<file path="src/rtl/regfile_pkg.sv">
// Shared types and defaults for the multi-ported register file.
// Holds the clear/ready FSM encoding and the address-width helper.
package regfile_pkg;

   typedef enum logic {
      CLEAR = 1'b0,
      READY = 1'b1
   } state_e;

   localparam int DEF_XLEN  = 32;
   localparam int DEF_NREGS = 32;

   function automatic int addr_width(input int n);
      return (n > 1) ? $clog2(n) : 1;
   endfunction

endpackage

</file>
<file path="src/rtl/regfile_scoreboard.sv">
// Busy-bit scoreboard: set on issue, cleared by accepted writes, set wins on collision.
// Lookups are combinational from the registered busy vector.
module regfile_scoreboard
   import regfile_pkg::*;
#(
   parameter int NREGS = DEF_NREGS,
   parameter int NRD   = 2,
   parameter int NWR   = 2,
   localparam int AW   = addr_width(NREGS)
)(
   input  logic              clock,
   input  logic              reset,
   input  logic              flush_i,
   input  logic              set_en_i,
   input  logic [AW-1:0]     set_addr_i,
   input  logic [NWR-1:0]    clr_en_i,
   input  logic [NWR*AW-1:0] clr_addr_i,
   input  logic [NRD*AW-1:0] rd_addr_i,
   output logic [NRD-1:0]    rd_busy_o
);

   logic [NREGS-1:0] busy_q;
   logic [NREGS-1:0] busy_d;

   always_comb begin
      busy_d = busy_q;
      if (flush_i) begin
         busy_d = '0;
      end else begin
         for (int j = 0; j < NWR; j++) begin
            if (clr_en_i[j]) busy_d[clr_addr_i[j*AW +: AW]] = 1'b0;
         end
         // Applied after the clears so an issue to a register being written keeps it busy.
         if (set_en_i) busy_d[set_addr_i] = 1'b1;
      end
      busy_d[0] = 1'b0;
   end

   always_ff @(posedge clock or posedge reset) begin
      if (reset) busy_q <= '0;
      else       busy_q <= busy_d;
   end

   always_comb begin
      rd_busy_o = '0;
      for (int k = 0; k < NRD; k++) begin
         rd_busy_o[k] = busy_q[rd_addr_i[k*AW +: AW]];
      end
   end

endmodule

</file>
<file path="src/rtl/regfile_mp.sv">
// Multi-ported register file with self-clearing sequence and issue scoreboard.
// Optional same-cycle write-to-read forwarding when REGFILE_BYPASS_EN is defined.
module regfile_mp
   import regfile_pkg::*;
#(
   parameter int XLEN  = DEF_XLEN,
   parameter int NREGS = DEF_NREGS,
   parameter int NRD   = 2,
   parameter int NWR   = 2,
   localparam int AW   = addr_width(NREGS)
)(
   input  logic                clock,
   input  logic                reset,
   input  logic                clear_req,
   output logic                ready,
   input  logic [NRD*AW-1:0]   rd_addr,
   output logic [NRD*XLEN-1:0] rd_data,
   output logic [NRD-1:0]      rd_busy,
   input  logic [NWR-1:0]      wr_en,
   input  logic [NWR*AW-1:0]   wr_addr,
   input  logic [NWR*XLEN-1:0] wr_data,
   input  logic                sb_set_en,
   input  logic [AW-1:0]       sb_set_addr
);

   state_e         state_q;
   logic [AW-1:0]  clr_idx_q;
   logic           ready_q;
   logic [XLEN-1:0] mem_q [NREGS];
   logic           wr_ok;
   logic [NRD-1:0] sb_busy;

   // A clear request in READY drops that cycle's writes and issues.
   assign wr_ok = (state_q == READY) && !clear_req;
   assign ready = ready_q;

   always_ff @(posedge clock or posedge reset) begin
      if (reset) begin
         state_q   <= CLEAR;
         clr_idx_q <= '0;
         ready_q   <= 1'b0;
      end else begin
         case (state_q)
            CLEAR: begin
               clr_idx_q <= clr_idx_q + 1'b1;
               if (clr_idx_q == AW'(NREGS - 1)) begin
                  state_q <= READY;
                  ready_q <= 1'b1;
               end
            end
            READY: begin
               if (clear_req) begin
                  state_q   <= CLEAR;
                  clr_idx_q <= '0;
                  ready_q   <= 1'b0;
               end
            end
            default: begin
               state_q   <= CLEAR;
               clr_idx_q <= '0;
               ready_q   <= 1'b0;
            end
         endcase
      end
   end

   // Array has no reset; the clear sequence is what initialises it.
   always_ff @(posedge clock) begin
      if (state_q == CLEAR) begin
         mem_q[clr_idx_q] <= '0;
      end else if (wr_ok) begin
         for (int j = 0; j < NWR; j++) begin
            if (wr_en[j] && (wr_addr[j*AW +: AW] != '0))
               mem_q[wr_addr[j*AW +: AW]] <= wr_data[j*XLEN +: XLEN];
         end
      end
   end

   regfile_scoreboard #(
      .NREGS (NREGS),
      .NRD   (NRD),
      .NWR   (NWR)
   ) u_sb (
      .clock      (clock),
      .reset      (reset),
      .flush_i    ((state_q == READY) && clear_req),
      .set_en_i   (sb_set_en && wr_ok),
      .set_addr_i (sb_set_addr),
      .clr_en_i   (wr_en & {NWR{wr_ok}}),
      .clr_addr_i (wr_addr),
      .rd_addr_i  (rd_addr),
      .rd_busy_o  (sb_busy)
   );

   always_comb begin
      rd_data = '0;
      rd_busy = '0;
      for (int k = 0; k < NRD; k++) begin
         if (ready_q && (rd_addr[k*AW +: AW] != '0)) begin
            rd_data[k*XLEN +: XLEN] = mem_q[rd_addr[k*AW +: AW]];
            rd_busy[k]              = sb_busy[k];
`ifdef REGFILE_BYPASS_EN
            for (int j = 0; j < NWR; j++) begin
               if (wr_ok && wr_en[j] && (wr_addr[j*AW +: AW] == rd_addr[k*AW +: AW])) begin
                  rd_data[k*XLEN +: XLEN] = wr_data[j*XLEN +: XLEN];
                  rd_busy[k]              = 1'b0;
               end
            end
`endif
         end
      end
   end

endmodule

</file>
<file path="config.mk">
export PLATFORM = sky130hd
export DESIGN_NAME = regfile_mp
export DESIGN_NICKNAME = d
export VERILOG_FILES = /design/src/rtl/regfile_pkg.sv /design/src/rtl/regfile_scoreboard.sv /design/src/rtl/regfile_mp.sv
export SDC_FILE = /design/constraint.sdc
export NUM_CORES = 2
export LEC_CHECK = 0
export CORE_ASPECT_RATIO = 2
export CORE_MARGIN = 2
export CORE_UTILIZATION = 35
export CTS_CLUSTER_DIAMETER = 40
export CTS_CLUSTER_SIZE = 10
export DETAILED_ROUTE_END_ITERATION = 16
export DONT_BUFFER_PORTS = 1
export PLACE_DENSITY = 0.53
export SYNTH_ARGS = -nofsm -noshare
export SYNTH_HDL_FRONTEND = slang
export SYNTH_SLANG_ARGS = --single-unit
</file>
<file path="constraint.sdc">
create_clock -name clock -period 5.2 [get_ports clock]
set_input_delay 0.52 -clock clock [delete_from_list [all_inputs] [get_ports clock]]
set_output_delay 0.52 -clock clock [all_outputs]
set_load 0.02 [all_outputs]
</file>
==> flow_summary.ini <==
[run]
cap_violations = 0

[logic_synthesis]
yosysWarnings = 0
ys.flop_type = edfxtp_1
synthCells = 4288
netlist_area_um2 = 62300
syn_avg_cell_area_um2 = 14.5
synth.distinct_cells = 65
synth_fp_nets = 4385
synth_edf_count = 1024
synth.yosys.seq_area_share_pct = 50.8
synth-seq-cells = 1062
async_reset_ff_share_pct = 3.58

[clock_tree]
numCtsBuffers = 139
cts_tree = yes
cts_root_buf = clkbuf_16
clock_latency_ns = 0.79
path_clk_slew_ns = 0.06
clkSinkCount = 1062
cts_resized = 0
clock_path_buffers = 3
cts.htree.levels = 4

[critical_path]
crit_path_max_incr_delay_ns = 1.13
critPathKind = flip-flop to output port
cp_max_fo = 25
timing.critical_path.slowest_stage_cell = or4_2
arrival_ns = 3.79
path_cells = inv_1 -> or4_2 -> buf_4 -> o22a_1 -> o221ai_1
crit_start = ready
start_kind = flip-flop
cp_top_family = simple AND/OR/NAND/NOR gates
rr_startpoint = state_q
required_ns = 4.68
path_buf_inv = 2
rrSetupSlack_ns = 1.37
end_kind = output port

[sta]
timing.fmax_mhz = 232
grt_setup_unrepaired = false
setup_viol_count_final = 0
fin_crit_sh_pct = 83.0
fin_ws_ns = 0.886
tns_ns = 0
layout_min_cycle_time_ns = 4.31
slew_headroom_pct = -12.9
maxSlewViolCount = 68
fin_skew_ns = 0.0416
hold_viol_final = 0
worst_pin_slew_ns = 1.69
hold_slack_ns = 0.0539

[grt]
grt_pass1_vias = 42500
grt_max_degree = 265
grt_remaining_overflow = 0
track_usage_pct = 27.9
grt_pass1_wl_mm = 349
grt_antenna_before_repair = 7

[power]
leakage_nw = 24.1
sw_frac_of_total_pct = 29.4
powerDensity_nw_per_um2 = 357
vdd_drop_max_uv = 332
internal_power_w = 0.0175
pwr-share-comb_pct = 18.6
seqPwrFrac_pct = 44.0
switchingPower_w = 0.00726
p_clk_share_pct = 37.3

[floorplanning]
dieArea_um2 = 182000
initial_core_util_pct = 35.1
pin_count = 162
coreArea_um2 = 178000
rows = 219
dieHeight_um = 601
die_x_um = 302

[detailed_routing]
viasPerCell = 6.38
wl_mm = 254
drtIter0Drc = 4379
via_count = 41300
ant_nets = 0
route.detailed.drc = 0
wl_per_cell_um = 39.3
dr.pass1.iters = 5

[placement]
port_buffers = 0
place_congestion = 0.853
hpwlAfterDp_mm = 141
pre_cts_ws_ns = 1.47
dp_cells = 6197

[finish]
finalNonFillerCells = 6478
syn_to_final_growth_pct = 11.0
drive_gt1_share_pct = 36.5
final_nets = 4169

[status]
status = complete, but fails checks
failed_checks = max-slew violations

[min_path]
worstHoldStart = sb_set_addr[4]
hp-class = primary input to flip-flop
-- logic make-up (layout without fill, tap and decap cells) --
kind of cell    Yosys count  in the layout  synth area share (%)
compound gates          690            690                  6.59
xor+xnor                  2              2                0.0281
fa+ha+maj                 2              2                0.0401
buf+inv                 545            406                  4.14
flops                  1062           1062                  50.8
mux                    1344           1344                  33.2
other cells               0              9                     0
simple gates            643            643                  5.11
-- synth_stat cells, types with 31 or more instances --
library cell | instances | area share (%)
o21ai_0 | 449 | 3.6
inv_2 | 32 | 0.19
mux2_2 | 540 | 9.8
o221ai_1 | 65 | 0.91
buf_4 | 31 | 0.37
edfxtp_1 | 1024 | 49
buf_2 | 208 | 1.7
clkbuf_1 | 240 | 1.4
mux4_2 | 526 | 19
dfrtp_1 | 38 | 1.5
mux2i_1 | 267 | 4.3
nand2_1 | 485 | 2.9
o22a_1 | 65 | 0.91
a21oi_1 | 31 | 0.25
-- registers in the layout (all words and copies together), names as in the netlist --
| signal | count |
|---|---|
| mem_q | 1024 |
| ready | 1 |
| u_sb.busy_q | 31 |
| state_q | 1 |
| clr_idx_q | 5 |
-- repair_timing --
action	in CTS	in global routing
setup buffers	0	0
hold endpoints to repair	976	0
hold buffers	54	0
-- path summary, 6_finish.rpt --
path	endpoint	cells past startpoint
worst min-delay path	u_sb.busy_q[29]	3
min in group asynchronous	u_sb.busy_q[1]	3
worst min register to register	u_sb.busy_q[6]	2
worst max register to register	mem_q[10][14]	5
max in group asynchronous	clr_idx_q[0]	3
worst max-delay path	rd_data[20]	5
-- layout by cell type, fill, tap and decap left out, types with 16 or more instances in the layout --
cell / synthesis / routed
nand2_4: 30 / 30
nand3_1: 27 / 25
clkinv_2: 0 / 16
clkinv_1: 0 / 16
dfrtp_1: 38 / 38
a21oi_1: 31 / 31
mux4_2: 526 / 526
nand2_1: 485 / 485
o21ai_1: 26 / 19
buf_4: 31 / 90
o211ai_1: 23 / 23
inv_2: 32 / 32
o221ai_1: 65 / 64
mux2i_1: 267 / 267
o22a_1: 65 / 65
nand3_4: 7 / 17
o21ai_0: 449 / 433
buf_12: 1 / 36
clkbuf_16: 0 / 148
o21ai_4: 0 / 22
mux2_2: 540 / 540
clkbuf_1: 240 / 21
edfxtp_1: 1024 / 1024
dlygate4sd3_1: 0 / 26
-- layout make-up --
| class | count | area, um2 |
|---|---|---|
| fillers | 16500 | 108000 |
| flip-flops and latches | 1062 | 31700 |
| multi-input cells | 2681 | 28500 |
| clock buffers | 169 | 3780 |
| well taps | 2320 | 2900 |
| repair buffers | 152 | 1660 |
| clock inverters | 49 | 442 |
| inverters | 36 | 135 |
| diodes | 9 | 22.5 |
-- routing by layer --
layer	part of all wire [%]	GRT usage, %	vias to the layer above
li1	-	-	16600
met1	33	30.8	21700
met2	51	48.0	2305
met3	8.2	5.98	716
met4	7.6	18.1	2
met5	0.0047	0	-
-- power groups by stage --
stage	logic [W]	clock network, W	registers (W)
6_report	0.00461	0.00923	0.0109
5_1_grt	0.00467	0.00958	0.0110
4_1_cts	0.00456	0.00932	0.0109
3_5_place_dp	0.00432	0	0.0111
3_3_place_gp	0.00431	0	0.0110
2_1_floorplan	0.00274	0	0.0109
-- through the flow --
step                      total power (W)  util, %  instance area (um2)
after floorplan                    0.0136        -                62300
after global placement             0.0153     36.1                64100
after detailed placement           0.0154     36.1                64100
after CTS                          0.0248     39.0                69200
after global routing               0.0252     39.0                69200
final                              0.0247     39.0                69200
-- worst min-delay path: stages --
cell	delay [ns]
and3_1	0.16
nand2_1	0.07
a21oi_1	0.05
Power figures use the tool's default switching activity.
